$ cat config.mk
export PLATFORM = sky130hd
export DESIGN_NAME = cp0_excpt_sched_flat
export DESIGN_NICKNAME = d
export VERILOG_FILES = /design/src/rtl/cp0_excpt_sched_if.sv /design/src/rtl/cp0_excpt_sched.sv /design/src/flat_wrapper.sv
export SDC_FILE = /design/constraint.sdc
export NUM_CORES = 1
export LEC_CHECK = 0
export CORE_UTILIZATION = 54
export DETAILED_ROUTE_END_ITERATION = 6
export HOLD_SLACK_MARGIN = 0.06
export PLACE_DENSITY = 0.95
export SLEW_MARGIN = 15
export SYNTH_ARGS = -nofsm -noshare
export SYNTH_HDL_FRONTEND = slang
export SYNTH_SLANG_ARGS = --single-unit
$ cat constraint.sdc
create_clock -name clk -period 3 [get_ports clk]
set_input_delay 0.3 -clock clk [delete_from_list [all_inputs] [get_ports clk]]
set_output_delay 0.3 -clock clk [all_outputs]
set_load 0.02 [all_outputs]
$ cat src/rtl/cp0_excpt_sched_if.sv
// Bus between the CPU datapath and the CP0 exception scheduler:
// mtc0/mfc0 access, exception triggers and the redirect info handed to Ctrl.
interface cp0_excpt_sched_if;
  logic [31:0] pc;
  logic        is_syscall;
  logic        is_eret;
  logic        cp0_we;
  logic [4:0]  cp0_waddr;
  logic [31:0] cp0_wdata;
  logic [4:0]  cp0_raddr;
  logic [31:0] cp0_rdata;
  logic [31:0] excptype;
  logic [31:0] epc;
  logic        timer_irq;

  modport master (
    output pc, is_syscall, is_eret, cp0_we, cp0_waddr, cp0_wdata, cp0_raddr,
    input  cp0_rdata, excptype, epc, timer_irq
  );

  modport slave (
    input  pc, is_syscall, is_eret, cp0_we, cp0_waddr, cp0_wdata, cp0_raddr,
    output cp0_rdata, excptype, epc, timer_irq
  );
endinterface

$ cat src/rtl/cp0_excpt_sched.sv
// CP0 state (Count/Compare/Status/Cause/EPC), timer, and arbitration of
// timer interrupt, syscall and eret into excptype/epc for Ctrl.
module cp0_excpt_sched #(
  parameter int unsigned PRESCALE     = 1,
  parameter bit          TIMER_EN_RST = 1'b0
) (
  input logic               clk,
  input logic               rst,
  cp0_excpt_sched_if.slave  bus
);

  localparam int unsigned DW = 32;
  localparam int unsigned AW = 5;
  localparam int unsigned PW = (PRESCALE > 1) ? $clog2(PRESCALE) : 1;

  localparam logic [AW-1:0] A_COUNT   = 5'd9;
  localparam logic [AW-1:0] A_COMPARE = 5'd11;
  localparam logic [AW-1:0] A_STATUS  = 5'd12;
  localparam logic [AW-1:0] A_CAUSE   = 5'd13;
  localparam logic [AW-1:0] A_EPC     = 5'd14;

  localparam logic [4:0]    EXC_INT = 5'd0;
  localparam logic [4:0]    EXC_SYS = 5'd8;

  localparam logic [DW-1:0] ET_TMR  = 32'h0000_0004;
  localparam logic [DW-1:0] ET_SYS  = 32'h0000_0100;
  localparam logic [DW-1:0] ET_ERET = 32'h0000_0200;

  typedef enum logic {ST_NORMAL = 1'b0, ST_HANDLER = 1'b1} state_t;
  typedef enum logic [1:0] {EV_NONE, EV_SYS, EV_TMR, EV_ERET} event_t;

  state_t        state_q, state_d;
  logic [DW-1:0] count_q, count_d;
  logic [DW-1:0] compare_q, compare_d;
  logic [DW-1:0] epc_q, epc_d;
  logic [PW-1:0] presc_q, presc_d;
  logic [4:0]    exccode_q, exccode_d;
  logic          ie_q, ie_d;
  logic          te_q, te_d;
  logic          ip7_q, ip7_d;

  event_t        ev;
  logic          match;
  logic          wr_count, wr_compare, wr_status, wr_cause, wr_epc;

  // State register; EXL is the FSM state itself
  always_ff @(posedge clk) begin
    if (rst) begin
      state_q   <= ST_NORMAL;
      count_q   <= '0;
      compare_q <= '0;
      epc_q     <= '0;
      presc_q   <= '0;
      exccode_q <= '0;
      ie_q      <= 1'b0;
      te_q      <= TIMER_EN_RST;
      ip7_q     <= 1'b0;
    end else begin
      state_q   <= state_d;
      count_q   <= count_d;
      compare_q <= compare_d;
      epc_q     <= epc_d;
      presc_q   <= presc_d;
      exccode_q <= exccode_d;
      ie_q      <= ie_d;
      te_q      <= te_d;
      ip7_q     <= ip7_d;
    end
  end

  // Arbitration, timer and mtc0 next-state
  always_comb begin
    state_d      = state_q;
    count_d      = count_q;
    compare_d    = compare_q;
    epc_d        = epc_q;
    presc_d      = presc_q;
    exccode_d    = exccode_q;
    ie_d         = ie_q;
    te_d         = te_q;
    ip7_d        = ip7_q;
    ev           = EV_NONE;
    bus.excptype = '0;

    wr_count   = bus.cp0_we && (bus.cp0_waddr == A_COUNT);
    wr_compare = bus.cp0_we && (bus.cp0_waddr == A_COMPARE);
    wr_status  = bus.cp0_we && (bus.cp0_waddr == A_STATUS);
    wr_cause   = bus.cp0_we && (bus.cp0_waddr == A_CAUSE);
    wr_epc     = bus.cp0_we && (bus.cp0_waddr == A_EPC);
    match      = te_q && (compare_q != '0) && (count_q == compare_q);

    // Nothing is taken while reset is asserted
    if (!rst) begin
      unique case (state_q)
        ST_NORMAL: begin
          if (bus.is_syscall)  ev = EV_SYS;
          else if (ip7_q && ie_q) ev = EV_TMR;
        end
        ST_HANDLER: begin
          if (bus.is_eret) ev = EV_ERET;
        end
        default: ev = EV_NONE;
      endcase
    end

    if (te_q) begin
      if (presc_q == PW'(PRESCALE - 1)) begin
        presc_d = '0;
        count_d = count_q + 32'd1;
      end else begin
        presc_d = presc_q + PW'(1);
      end
    end
    if (wr_count) begin
      count_d = bus.cp0_wdata;
      presc_d = '0;
    end
    if (wr_compare) compare_d = bus.cp0_wdata;

    // Compare write and software clear both beat a same-edge set
    ip7_d = ip7_q | match;
    if (wr_cause && !bus.cp0_wdata[15]) ip7_d = 1'b0;
    if (wr_compare)                     ip7_d = 1'b0;

    if (wr_status) begin
      ie_d    = bus.cp0_wdata[0];
      state_d = state_t'(bus.cp0_wdata[1]);
      te_d    = bus.cp0_wdata[2];
    end
    if (wr_epc) epc_d = bus.cp0_wdata;

    // Exception side effects override software writes to the same fields
    unique case (ev)
      EV_SYS: begin
        bus.excptype = ET_SYS;
        epc_d        = bus.pc + 32'd4;
        exccode_d    = EXC_SYS;
        state_d      = ST_HANDLER;
      end
      EV_TMR: begin
        bus.excptype = ET_TMR;
        epc_d        = bus.pc;
        exccode_d    = EXC_INT;
        state_d      = ST_HANDLER;
      end
      EV_ERET: begin
        bus.excptype = ET_ERET;
        state_d      = ST_NORMAL;
      end
      default: bus.excptype = '0;
    endcase
  end

  // mfc0 read mux
  always_comb begin
    bus.cp0_rdata = '0;
    unique case (bus.cp0_raddr)
      A_COUNT:   bus.cp0_rdata = count_q;
      A_COMPARE: bus.cp0_rdata = compare_q;
      A_STATUS:  bus.cp0_rdata = {29'd0, te_q, state_q == ST_HANDLER, ie_q};
      A_CAUSE:   bus.cp0_rdata = {16'd0, ip7_q, 8'd0, exccode_q, 2'd0};
      A_EPC:     bus.cp0_rdata = epc_q;
      default:   bus.cp0_rdata = '0;
    endcase
  end

  assign bus.epc       = epc_q;
  assign bus.timer_irq = ip7_q;

endmodule

$ cat src/flat_wrapper.sv
// flat-port wrapper written by rule: the top's interface ports become plain ports
module cp0_excpt_sched_flat 
#(
  parameter int unsigned PRESCALE     = 1,
  parameter bit          TIMER_EN_RST = 1'b0
)
  (clk, rst, bus_pc, bus_is_syscall, bus_is_eret, bus_cp0_we, bus_cp0_waddr, bus_cp0_wdata, bus_cp0_raddr, bus_cp0_rdata, bus_excptype, bus_epc, bus_timer_irq);
  cp0_excpt_sched_if bus_i ();
  input logic clk;
  input logic rst;
  input wire logic [$bits(bus_i.pc)-1:0] bus_pc;
  input wire logic [$bits(bus_i.is_syscall)-1:0] bus_is_syscall;
  input wire logic [$bits(bus_i.is_eret)-1:0] bus_is_eret;
  input wire logic [$bits(bus_i.cp0_we)-1:0] bus_cp0_we;
  input wire logic [$bits(bus_i.cp0_waddr)-1:0] bus_cp0_waddr;
  input wire logic [$bits(bus_i.cp0_wdata)-1:0] bus_cp0_wdata;
  input wire logic [$bits(bus_i.cp0_raddr)-1:0] bus_cp0_raddr;
  output wire logic [$bits(bus_i.cp0_rdata)-1:0] bus_cp0_rdata;
  output wire logic [$bits(bus_i.excptype)-1:0] bus_excptype;
  output wire logic [$bits(bus_i.epc)-1:0] bus_epc;
  output wire logic [$bits(bus_i.timer_irq)-1:0] bus_timer_irq;
  assign bus_i.pc = bus_pc;
  assign bus_i.is_syscall = bus_is_syscall;
  assign bus_i.is_eret = bus_is_eret;
  assign bus_i.cp0_we = bus_cp0_we;
  assign bus_i.cp0_waddr = bus_cp0_waddr;
  assign bus_i.cp0_wdata = bus_cp0_wdata;
  assign bus_i.cp0_raddr = bus_cp0_raddr;
  assign bus_cp0_rdata = bus_i.cp0_rdata;
  assign bus_excptype = bus_i.excptype;
  assign bus_epc = bus_i.epc;
  assign bus_timer_irq = bus_i.timer_irq;
  cp0_excpt_sched #(.PRESCALE(PRESCALE), .TIMER_EN_RST(TIMER_EN_RST)) u_core (.clk(clk), .rst(rst), .bus(bus_i));
endmodule
; ---- Yosys cells after proc, flatten, opt, wreduce, memory -nomap -nowiden
; Cells that the tools add are included.
[op_classes]
addsub = 3
n_eq_ne = 15
muxes = 16
bitwise = 2
n_reduce_logical = 19
[ops]
columns = op, n
row1 = $pmux 32 s5, 1
row2 = $mux 32, 4
row3 = $pmux 32 s2, 1
row4 = $eq 5x4->1 const B, 10
row5 = $add 32x1->32 const B, 1
row6 = $add 32x3->32 const B, 1
row7 = $eq 32x32->1, 1
row8 = $reduce_bool 32->1, 1
row9 = $pmux 10 s3, 1
row10 = $pmux 5 s2, 1
row11 = $logic_and 1x1->1, 9
row12 = $mux 2, 4
row13 = $reduce_bool 3->1, 2
row14 = $eq 2x2->1 const B, 2
row15 = $pmux 2 s2, 1
row16 = $reduce_bool 2->1, 2
row17 = $reduce_or 2->1, 2
row18 = $reduce_or 3->1, 1
row19 = $eq 2x1->1 const B, 1
row20 = $mux 1, 2
row21 = $ne 2x2->1 const B, 1
row22 = $pmux 1 s2, 1
row23 = $reduce_and 2->1, 1
row24 = $add 1x1->1 const B, 1
row25 = 3 further kinds, 3
[word_totals]
reg_bits = 106
input_bits = 79
word_cells = 64

; ---- Depth between registers and ports, before layout
[depth]
ltp_word = 8
mapped_depth = 11

; ---- Worst setup path before layout
; No wires, ideal clock.
[synth_path]
path_type = in2reg
startpoint = input rst
endpoint = register u_core.epc_q[4], in the netlist u_core.bus.epc[4]
t_arrival_ns = 2.115
setup_slack_ns = 0.794
stages = 11
n_path_buf = 3
path_cell_list = clkbuf_8 inv_1 nand2_1 inv_1 ha_1 clkbuf_1 clkbuf_1 nand2_1 o21ai_0 nor2_1 a311oi_1
[synth_between]
elab_chain_len = 3
word_cells_on_any_way = 5
cone_classes = eq/ne (2) / mux (2) / reduce/logical (1)
[synth_lines]
columns = element, line
row1 = start: declaration, flat_wrapper.sv:10  ; input logic rst;
row2 = $mux 2, cp0_excpt_sched.sv:93  ; if (!rst) begin
row3 = $eq 2x2->1 / $eq 2x1->1 (equally long branches), cp0_excpt_sched.sv:133  ; unique case (ev)
row4 = $pmux 32 s2 / $reduce_bool 3->1 (equally long branches), -
row5 = end signal: assignment, cp0_excpt_sched.sv:62  ; epc_q <= epc_d;
row6 = end: declaration, cp0_excpt_sched.sv:35  ; logic [DW-1:0] epc_q, epc_d;
; Several ways; a longest one is shown, not always the timed one.
; A chain may end at the register's enable or synchronous reset.

; ---- Final worst setup path
[layout_path]
startpoint = input bus_cp0_raddr[3]
endpoint = output bus_cp0_rdata[18]
[layout_between]
elab_chain_len = 2
word_cells_on_any_way = 6
cone_classes = eq/ne (5) / mux (1)
[layout_lines]
columns = element, line
row1 = start: declaration, flat_wrapper.sv:17  ; input wire logic [$bits(bus_i.cp0_raddr)-1:0] bus_cp0_raddr;
row2 = $eq 5x4->1, cp0_excpt_sched.sv:157  ; unique case (bus.cp0_raddr)
row3 = $pmux 32 s5 (*), cp0_excpt_sched.sv:157
row4 = end: declaration, flat_wrapper.sv:18  ; output wire logic [$bits(bus_i.cp0_rdata)-1:0] bus_cp0_rdata;
; Every way passes the cells marked *; elsewhere a longest branch is shown, timed or not.

==> results summary <==
The analysis attributes to cell leakage a power of 3.05 nW. The number of sinks driven by the clock tree came out at between 100 and 150. The DRC violation count after routing came out at 0. The core region is 12600 sq um. In the post-synthesis netlist, the biggest area contributors are dfxtp_1, nand2_1, mux2i_1. The final total negative setup slack came out at 0 ns. The max-slew violation count came out at 0. The overall track demand over capacity in global routing came out at 34.9%. The largest vdd supply drop is 0.280 mV.

The final estimated routing congestion in global placement came out at 0.970. The worst hold path belongs to the class in2reg. The via count of the first global-routing pass is 6661.

The first global-routing pass estimated 36.1 mm of wire. The part of the total power dissipated in sequential elements is 43.5%. The H-tree generated during clock tree synthesis spans 3 levels.

The routing usage on met1 is around 46%. The run finished with clean final reports. After global routing, the most crowded layer is met2. The port buffer count came out at 146. The number of synthesized register bits came out at 101. The die span in x is 115 um. Setup repair after global routing left no endpoint under its margin. The initial standard-cell utilization of the core came out at 55.3%. The count of final setup violators came out at 0. The worst-case headroom to the max-slew limit is between 30 and 40%. Once the clock tree was built, the resizer swapped 0 gates to a different size.

STA puts the critical path data arrival time at around 2.4 ns. The number of violations of the max-capacitance limit came out at 0. The startpoint class of the critical path is an input pin. The final count of hold timing violations came out at 0. The area share of the largest cell type after synthesis is 29.1%. The sequential cell area fraction in the yosys report came out at about 29%. The detailed placement HPWL is 17.2 mm.

The transition at the pin with the smallest max-transition slack is around 1.0 ns. At the worst endpoint, the required time is 2.70 ns. The final worst clock skew came out at 0.00891 ns. The most used flip-flop cell after synthesis is dfxtp_1. The cell count after synthesis came out at roughly 900. The post-layout net count came out at 1096. The proportion of power drawn by combinational gates came out at between 20 and 25%.

The met3 usage in global routing is 5.80%. The cell sitting at the root of the clock tree is a clkbuf_16. The final cycle utilization of the critical path is 91.4%. The met2 usage in global routing came out at 55.4%. No sink is reached through more buffers than the 2 on the longest clock path. The switching portion of total power is between 30% and 40%. The number of buffers created by CTS is 9.

The total internal power came out at about 0.0023 W. The clock share of power came out at 36.4%. Buffers inserted to repair hold after CTS numbered 0.

The wire length per cell after detailed routing is 19.9 um. 176 I/O pins were placed. After synthesis the cells add up to 6940 sq um.

The total power of the final layout is 0.00336 W. TritonCTS built the clock tree. Averaged over all synthesized cells, the footprint is approximately 7.7 sq um. The fmax came out at 0.365 GHz. The die boundary height is 115 um.

The time the final worst path needs with I/O delays and setup came out at between 2 and 3 ns. The biggest fanout along the worst timing path came out at 16. The post-CTS setup-driven buffer insertion count came out at 0. The die covers 13300 sq um.

On the final layout, the worst hold slack is 0.369 ns. The biggest area contributor in the post-synthesis netlist is dfxtp_1. The clock-pin slew on the worst setup and hold paths is about 0.07 ns. The number of distinct standard cells referenced by the synthesized netlist is 69. Entering global routing, the biggest net connects between 90 and 100 pins. The number of rows in the core area is slightly above 40. In this run the power density over the cells is 389 nW/um^2.

Summed over all layers, the routed wires come to 23.6 mm. The number of nets with antenna violations after detailed routing came out at 0. The total via count in the routed design is 7672. The share of layout cells above drive strength 1 is 5.71%. The fill cell instance count of the final layout is approximately 900. The number of DRC markers after the initial detailed-route iteration came out at 1091. From synthesis to final layout, the design area changed by 24.3%. STA classifies the critical path endpoint as an output port. The latest clock arrival within the worst-skew pair came out at around 0.35 ns.

The net switching power is 0.00101 W. The remaining global-route overflow is 0. The setup path with the least slack is of type in2out. The number of antenna violations at the first check in global routing is 0. Yosys mapped a number of flops with a built-in enable equal to 0. For this run, the number of Yosys warnings is 0.

The number of iterations in the first detailed-routing pass is 6. For this run, asynchronously set or reset flops after synthesis account for 0%. After detailed routing, the number of vias per cell comes to 6.46.

The repair_antennas step left the layout with diodes totalling 0.
-- cell families after synthesis --
family / share of synthesized area [%]
XOR/XNOR: 7.95
AO/OA/AOI/OAI: 19.1
multiplexers: 7.28
other: 0.0540
buffers and inverters: 9.19
adder cells (fa/ha/maj): 1.26
AND/OR/NAND/NOR: 26.1
flip-flops: 29.1
-- placed cells by master, fill, tap and decap left out, types with 4 or more instances in the layout --
master	instances
xor2_1	16
and4_1	11
o21ai_0	49
a221oi_1	5
nor2b_1	4
clkdlybuf4s50_1	144
o31a_1	4
nor4_1	17
nor2_1	54
or3_1	5
clkbuf_16	9
and2_1	4
nand2_1	156
mux2_2	4
a311oi_1	12
a211oi_1	37
nor3_1	17
a21oi_1	49
mux2i_1	46
inv_1	13
nand4_1	29
xnor2_1	47
buf_4	23
and3_1	14
nand2b_1	5
dfxtp_1	101
conb_1	29
a22oi_1	8
a31oi_1	13
ha_1	7
nand3_1	20
-- worst max-delay path: stages --
cell	delay (ns)
clkdlybuf4s50_1	0.44
nor2b_1	0.23
nand3b_1	0.29
buf_4	0.29
o21ai_0	0.24
clkdlybuf4s50_1	0.65
-- layout make-up --
class | count | area, sq um | share of cell area (%)
Sequential cell | 101 | 2020 | 23.4
Clock inverter | 7 | 81.3 | 0.942
Multi-Input combinational cell | 715 | 4390 | 50.9
Inverter | 13 | 48.8 | 0.565
Clock buffer | 9 | 225 | 2.61
Timing Repair Buffer | 170 | 1640 | 19.1
Tap cell | 172 | 215 | 2.49
-- registers in the layout (all words and copies together) (netlist names) --
signal / count
u_core.state_q: 1
u_core.te_q: 1
u_core.exccode_q: 1
u_core.ie_q: 1
u_core.bus.epc: 32
u_core.compare_q: 32
u_core.bus.timer_irq: 1
u_core.count_q: 32
-- per-layer routing --
layer,up-vias,share of wire [%]
met3,103,12
met5,-,0
met4,0,4.2
met2,635,45
li1,3406,-
met1,3528,38
-- worst paths after layout --
path | start | endpoint | slack, ns | cells after the start
worst max-delay path | bus_cp0_raddr[3] | bus_cp0_rdata[18] | 0.26 | 6
worst min register to register | u_core.compare_q[19] | u_core.compare_q[19] | 0.51 | 2
worst min-delay path | rst | u_core.bus.epc[30] | 0.37 | 3
worst max register to register | u_core.count_q[0] | u_core.count_q[30] | 0.60 | 6
-- synthesized netlist by cell type (all sizes together), types with 3 or more instances --
cell type,n
nor2,55
nand4b,3
a31oi,13
clkbuf,58
xor2,16
a21o,3
nand4,31
a32oi,3
and2,5
a21oi,49
a221oi,5
nor2b,4
mux2,4
o21ai,49
nor3,17
a211oi,37
nand3,22
o31a,4
nor4,19
xnor2,47
dfxtp,101
nand2,156
o311a,3
a22oi,8
and4,12
or3,7
o22ai,3
inv,13
a311oi,12
and3,14
mux2i,46
a2111oi,3
nand2b,5
ha,7
buf,44
-- metrics by stage --
| stage | std cells | setup WS, ns | cell area [sq um] | util, % |
|---|---|---|---|---|
| floorplan | 931 | 0.794 | 7050 | - |
| finish | 1187 | 0.257 | 8630 | 68.7 |
| global placement | 1171 | 0.385 | 8320 | 66.2 |
| detailed placement | 1171 | 0.315 | 8320 | 66.2 |
| CTS | 1187 | 0.312 | 8630 | 68.7 |
| global route | 1187 | 0.173 | 8630 | 68.7 |
-- power by group through the flow --
stage	Sequential, W	Combinational [W]	Clock, W
after floorplan	0.00151	0.000336	0
after global placement	0.00149	0.000646	0
after detailed placement	0.00149	0.000654	0
after CTS	0.00146	0.000660	0.00121
after global routing	0.00146	0.000713	0.00127
final	0.00146	0.000675	0.00122
(Power assumes the default switching activity.)
